===== src/rtl/ps2_frame_receiver.sv =====
// PS/2 keyboard frame receiver: conditions the raw lines, deframes 11-bit frames,
// folds E0/F0 prefixes into flags and holds one key event behind a valid/ack handshake.
module ps2_frame_receiver #(
    parameter int unsigned FILTER_LEN     = 4,
    parameter int unsigned TIMEOUT_CYCLES = 50000
) (
    input  logic       Clock,
    input  logic       Reset,
    input  logic       PS2_CLK,
    input  logic       PS2_DATA,
    input  logic       iKeyAck,
    output logic       oKeyValid,
    output logic [7:0] oKeyCode,
    output logic       oKeyBreak,
    output logic       oKeyExt,
    output logic       oFrameErr,
    output logic       oOverrun
);

    localparam int unsigned TO_W = $clog2(TIMEOUT_CYCLES + 1);

    typedef enum logic [1:0] {StIdle, StData, StParity, StStop} state_e;

    state_e state_q, state_d;

    // Line index 0 is PS2_CLK, index 1 is PS2_DATA
    logic [1:0] meta_q, sync_q, filt_q;
    logic [3:0] fcnt_q [2];
    logic       clk_prev_q;

    logic [TO_W-1:0] to_cnt_q;
    logic [2:0]      bitcnt_q;
    logic [7:0]      shift_q;
    logic            parity_q;
    logic            ext_pend_q, brk_pend_q;
    logic            frame_err_q;
    logic            valid_q, overrun_q, brk_q, ext_q;
    logic [7:0]      code_q;

    logic fall_edge, bit_in, timeout;
    logic start_err, shift_en, par_en, stop_en;
    logic frame_good, frame_bad, is_e0, is_f0, event_fire;

    always_ff @(posedge Clock or posedge Reset) begin
        if (Reset) begin
            meta_q     <= 2'b11;
            sync_q     <= 2'b11;
            filt_q     <= 2'b11;
            fcnt_q[0]  <= '0;
            fcnt_q[1]  <= '0;
            clk_prev_q <= 1'b1;
        end else begin
            meta_q     <= {PS2_DATA, PS2_CLK};
            sync_q     <= meta_q;
            clk_prev_q <= filt_q[0];
            // Accept a new level only after FILTER_LEN consecutive cycles at that level
            for (int i = 0; i < 2; i++) begin
                if (sync_q[i] != filt_q[i]) begin
                    if (fcnt_q[i] == 4'(FILTER_LEN - 1)) begin
                        filt_q[i] <= sync_q[i];
                        fcnt_q[i] <= '0;
                    end else begin
                        fcnt_q[i] <= fcnt_q[i] + 4'd1;
                    end
                end else begin
                    fcnt_q[i] <= '0;
                end
            end
        end
    end

    assign fall_edge = clk_prev_q & ~filt_q[0];
    assign bit_in    = filt_q[1];
    assign timeout   = (state_q != StIdle) && !fall_edge &&
                       (to_cnt_q == TO_W'(TIMEOUT_CYCLES - 1));

    always_ff @(posedge Clock or posedge Reset) begin
        if (Reset) begin
            state_q <= StIdle;
        end else begin
            state_q <= state_d;
        end
    end

    always_comb begin
        state_d = state_q;
        unique case (state_q)
            StIdle:   if (fall_edge && !bit_in) state_d = StData;
            StData:   if (fall_edge && bitcnt_q == 3'd7) state_d = StParity;
            StParity: if (fall_edge) state_d = StStop;
            StStop:   if (fall_edge) state_d = StIdle;
            default:  state_d = StIdle;
        endcase
        if (timeout) state_d = StIdle;
    end

    always_comb begin
        start_err = 1'b0;
        shift_en  = 1'b0;
        par_en    = 1'b0;
        stop_en   = 1'b0;
        unique case (state_q)
            StIdle:   start_err = fall_edge & bit_in;
            StData:   shift_en  = fall_edge;
            StParity: par_en    = fall_edge;
            StStop:   stop_en   = fall_edge;
            default:  ;
        endcase
    end

    assign frame_good = stop_en & bit_in & (^{shift_q, parity_q});
    assign frame_bad  = stop_en & ~frame_good;
    assign is_e0      = (shift_q == 8'hE0);
    assign is_f0      = (shift_q == 8'hF0);
    assign event_fire = frame_good & ~is_e0 & ~is_f0;

    always_ff @(posedge Clock or posedge Reset) begin
        if (Reset) begin
            to_cnt_q    <= '0;
            bitcnt_q    <= '0;
            shift_q     <= '0;
            parity_q    <= 1'b0;
            ext_pend_q  <= 1'b0;
            brk_pend_q  <= 1'b0;
            frame_err_q <= 1'b0;
            valid_q     <= 1'b0;
            overrun_q   <= 1'b0;
            code_q      <= '0;
            brk_q       <= 1'b0;
            ext_q       <= 1'b0;
        end else begin
            if (state_q == StIdle || fall_edge) begin
                to_cnt_q <= '0;
            end else begin
                to_cnt_q <= to_cnt_q + 1'b1;
            end

            if (state_q == StIdle) begin
                bitcnt_q <= '0;
            end else if (shift_en) begin
                bitcnt_q <= bitcnt_q + 3'd1;
            end

            if (timeout) begin
                shift_q <= '0;
            end else if (shift_en) begin
                shift_q <= {bit_in, shift_q[7:1]};
            end

            if (par_en) parity_q <= bit_in;

            if (frame_bad || timeout) begin
                ext_pend_q <= 1'b0;
                brk_pend_q <= 1'b0;
            end else if (frame_good) begin
                if (is_e0) begin
                    ext_pend_q <= 1'b1;
                end else if (is_f0) begin
                    brk_pend_q <= 1'b1;
                end else begin
                    ext_pend_q <= 1'b0;
                    brk_pend_q <= 1'b0;
                end
            end

            frame_err_q <= start_err | frame_bad | timeout;

            // A same-cycle ack frees the holding register for the incoming event
            if (event_fire) begin
                if (!valid_q || iKeyAck) begin
                    valid_q <= 1'b1;
                    code_q  <= shift_q;
                    brk_q   <= brk_pend_q;
                    ext_q   <= ext_pend_q;
                end else begin
                    overrun_q <= 1'b1;
                end
            end else if (iKeyAck) begin
                valid_q <= 1'b0;
            end
        end
    end

    assign oKeyValid = valid_q;
    assign oKeyCode  = code_q;
    assign oKeyBreak = brk_q;
    assign oKeyExt   = ext_q;
    assign oFrameErr = frame_err_q;
    assign oOverrun  = overrun_q;

endmodule


===== config.mk =====
export PLATFORM = sky130hd
export DESIGN_NAME = ps2_frame_receiver
export DESIGN_NICKNAME = d
export VERILOG_FILES = /design/src/rtl/ps2_frame_receiver.sv
export SDC_FILE = /design/constraint.sdc
export NUM_CORES = 1
export LEC_CHECK = 0
export ABC_AREA = 0
export ABC_CLOCK_PERIOD_IN_PS = 4500
export CORE_ASPECT_RATIO = 0.7
export CORE_MARGIN = 2
export CORE_UTILIZATION = 55
export CTS_BUF_LIST = sky130_fd_sc_hd__clkbuf_8
export DETAILED_ROUTE_END_ITERATION = 10
export PLACE_DENSITY = 0.75
export SYNTH_ARGS = -nofsm -noshare
export SYNTH_HDL_FRONTEND = slang
export SYNTH_SLANG_ARGS = --single-unit

===== constraint.sdc =====
create_clock -name Clock -period 4.5 [get_ports Clock]
set_input_delay 1.125 -clock Clock [delete_from_list [all_inputs] [get_ports Clock]]
set_output_delay 1.125 -clock Clock [all_outputs]
set_load 0.005 [all_outputs]

==> results.sh <==
export IMPL_outcome="finished, final reports clean"
export IMPL_dp_hpwl_microns=3369
export IMPL_syn_avg_cell_area_sq_um=11.82
export IMPL_path_cells="clkdlybuf4s50_1 -> nor2b_1 -> a2111oi_2 -> mux2i_4 -> mux2_2"
export IMPL_port_buffers=17
export IMPL_tns_ps=0
export IMPL_synth_area_leaders="dfrtp_1 47%, dfstp_2 6.5%, mux2_2 4.7%"
export IMPL_fin_nets=278
export IMPL_gr_usage_met3_pct=6.486
export IMPL_die_area_sq_um=5779
export IMPL_drv_slew=0
export IMPL_total_power_mw=1.788
export IMPL_placed_cell_area_sq_um=3087
export IMPL_p_per_area_nw_per_um2=550.8
export IMPL_fmax_mhz=400.5
export IMPL_grt_max_degree=42
export IMPL_post_cts_setup_buffer_count=0
export IMPL_vias=1808
export IMPL_routed_via_density=5.381
export IMPL_cts_buffers=9
export IMPL_cts_hold_buf=0
export IMPL_rsz0062_at_grt="no"
export IMPL_irDropWorstVdd_mv=0.4145
export IMPL_finalSetupViolCount=0
export IMPL_num_antenna_cells=0
export IMPL_synth_seq_cells=60
export IMPL_holdCritPathClass="reg2reg"
export IMPL_core_sq_um=4887
export IMPL_crit_family="multiplexers"
export IMPL_max_stage_delay_ps=410
export IMPL_regArea_sq_um=1510
export IMPL_synth_nets=256
export IMPL_slowest_stage="clkdlybuf4s50_1"
export IMPL_yosysSeqAreaShare_pct=53.03
export IMPL_synthesis_area_sq_um=2848
export IMPL_grt_pass1_vias=1744
export IMPL_holdWs_ps=354.5
export IMPL_worst_setup_path_end_kind="flop"
export IMPL_final_setup_skew_ps=6.732
export IMPL_worstHoldStart="meta_q[1]"
export IMPL_slew_headroom_pct=45.06
export IMPL_final_cell_mix="53 x dfrtp_1, 26 x nor2_1, 17 x clkdlybuf4s50_1"
export IMPL_drtIter0Drc=142
export IMPL_ys_flop_type="dfrtp_1"
export IMPL_cts_tree="built"
export IMPL_start_kind="input port"
export IMPL_yosysWarnings=0
export IMPL_timing_final_crit_share_pct=55.49
export IMPL_num_io_pins=18
export IMPL_synth_edf_count=0
export IMPL_synthesis_instances=241
export IMPL_cts_max_level=3
export IMPL_finalCriticalPeriod_ps=2497
export IMPL_fp_row_count=21
export IMPL_grt_use_met1_pct=26.51
export IMPL_fillers=404
export IMPL_cts_root_buffer="clkbuf_8"
export IMPL_cts_max_path_buffers=2
export IMPL_async_reset_ff_share_pct=100.0
export IMPL_fin_util_pct=66.44
export IMPL_design_area_sq_um=3247
export IMPL_path_class="in2reg"
export IMPL_insertion_delay_ps=330
export IMPL_start_util_pct=58.27
export IMPL_setup_slack_ps=2003
export IMPL_crit_fanout=10
export IMPL_grt_ovfl_total=0
export IMPL_cp_startpoint="iKeyAck"
export IMPL_hold_viol=0
export IMPL_r2r_start="shift_q[1]"
export IMPL_cts_resized=0
export IMPL_place_ws_ps=1648
export IMPL_path_buf_inv=1
export IMPL_grt_busiest_layer="met1"
export IMPL_syn2layout_area_growth_pct=14.02
export IMPL_drt_wirelength_per_cell_microns=14.04
export IMPL_fp_dieW_microns=90.01
export IMPL_drc=0
export IMPL_routed_wl_microns=4719
export IMPL_dr_pass1_iters=4
export IMPL_layout_cells_non_filler=336
export IMPL_grtUsageTotal_pct=18.70
export IMPL_antenna_found_initial=0
export IMPL_worstMarginPinSlew_ps=822.9
export IMPL_final_common_cell="dfrtp_1"
export IMPL_synthDistinctLibCells=47
export IMPL_synth_largest_area_cell="dfrtp_1"
export IMPL_multi_input_area_sq_um=1279
export IMPL_clock_sinks=60
export IMPL_arrival_ps=2720
export IMPL_grt_pass1_wl_microns=8321
export IMPL_crit_required_ps=4720
export IMPL_clk_pin_slew_worst_paths_ps=60
export IMPL_met2_usage_pct=26.13
export IMPL_drive_gt1_share_pct=15.73
export IMPL_fp_dieH_microns=64.21
export IMPL_dp_cells=321
export IMPL_routabilityCongestion=0.8064
export IMPL_yosys_area_top_type_share_pct=46.57
export IMPL_p_leak_nw=1.508
export IMPL_maxCapViolCount=0
export IMPL_ant_nets=0
[final cells by class]
cell class,count,share of cell area (%)
clock inverters,5,0.6936
clock buffers,10,4.239
well taps,69,2.659
flip-flops and latches,60,46.51
multi-input cells,166,39.38
inverters,7,0.8092
repair buffers,19,5.703
[routing by layer]
metal  vias to the layer above  routed length (microns)  part of all wire (%)
met3                         6                      220                   4.7
met1                       877                     2482                    53
met4                         0                       64                   1.4
met5                         -                        0                     0
li1                        889                        -                     -
met2                        36                     1951                    41
[final timing paths]
kind / cells past startpoint / slack, ps / end
min in group asynchronous: 2 / 1270 / to_cnt_q[8]
max in group asynchronous: 3 / 2440 / to_cnt_q[4]
hold / removal: 0 / 350 / sync_q[1]
hold reg to reg: 0 / 350 / sync_q[1]
setup / recovery: 5 / 2000 / oKeyCode[6]
setup reg to reg: 4 / 2360 / oKeyCode[6]
[kinds of logic after synthesis]
kind of cell / Yosys count / synth area share, %
muxes: 22 / 8.743
AOI/OAI and AO/OA: 23 / 6.195
and+or+nand+nor: 88 / 16.96
adders and majority gates: 10 / 4.394
DFF: 60 / 53.03
buffers and inverters: 15 / 2.065
xor gates and xnor gates: 23 / 8.611
[cells in the mapped netlist, types with 2 or more instances]
library cell / count
dfrtp_1: 53
nor2_1: 26
mux2_2: 12
xor2_1: 12
nand3_1: 11
ha_1: 10
a21oi_1: 9
nand2_1: 9
mux2i_1: 8
xnor2_1: 8
dfstp_2: 7
inv_1: 7
nand2b_1: 7
clkbuf_1: 6
nor3_1: 5
nand4_1: 4
nor2b_1: 4
o21ai_0: 4
and4_1: 3
nor3b_1: 3
or3_1: 3
a21o_1: 2
buf_2: 2
nand3b_1: 2
o32a_1: 2
[power by group]
part | leakage, nW | total [mW] | switching, mW | internal (mW)
combinational | 0.624 | 0.633 | 0.331 | 0.302
sequential | 0.789 | 0.762 | 0.105 | 0.658
clock | 0.0943 | 0.393 | 0.189 | 0.204
total | 1.51 | 1.79 | 0.625 | 1.16
[worst register-to-register path, cell delays in order, from the launching register on]
cell       delay, ps
dfrtp_1          460
nor3_1           580
a2111oi_2        190
mux2i_4          400
mux2_2           390
[flip-flops by register name (all words and copies together) (netlist names)]
register,flops
bitcnt_q,3
brk_pend_q,1
clk_prev_q,1
ext_pend_q,1
fcnt_q,8
filt_q,2
meta_q,2
oFrameErr,1
oKeyBreak,1
oKeyCode,8
oKeyExt,1
oKeyValid,1
oOverrun,1
parity_q,1
shift_q,8
state_q,2
sync_q,2
to_cnt_q,16
Note: power is estimated with default switching activity, not from simulation.
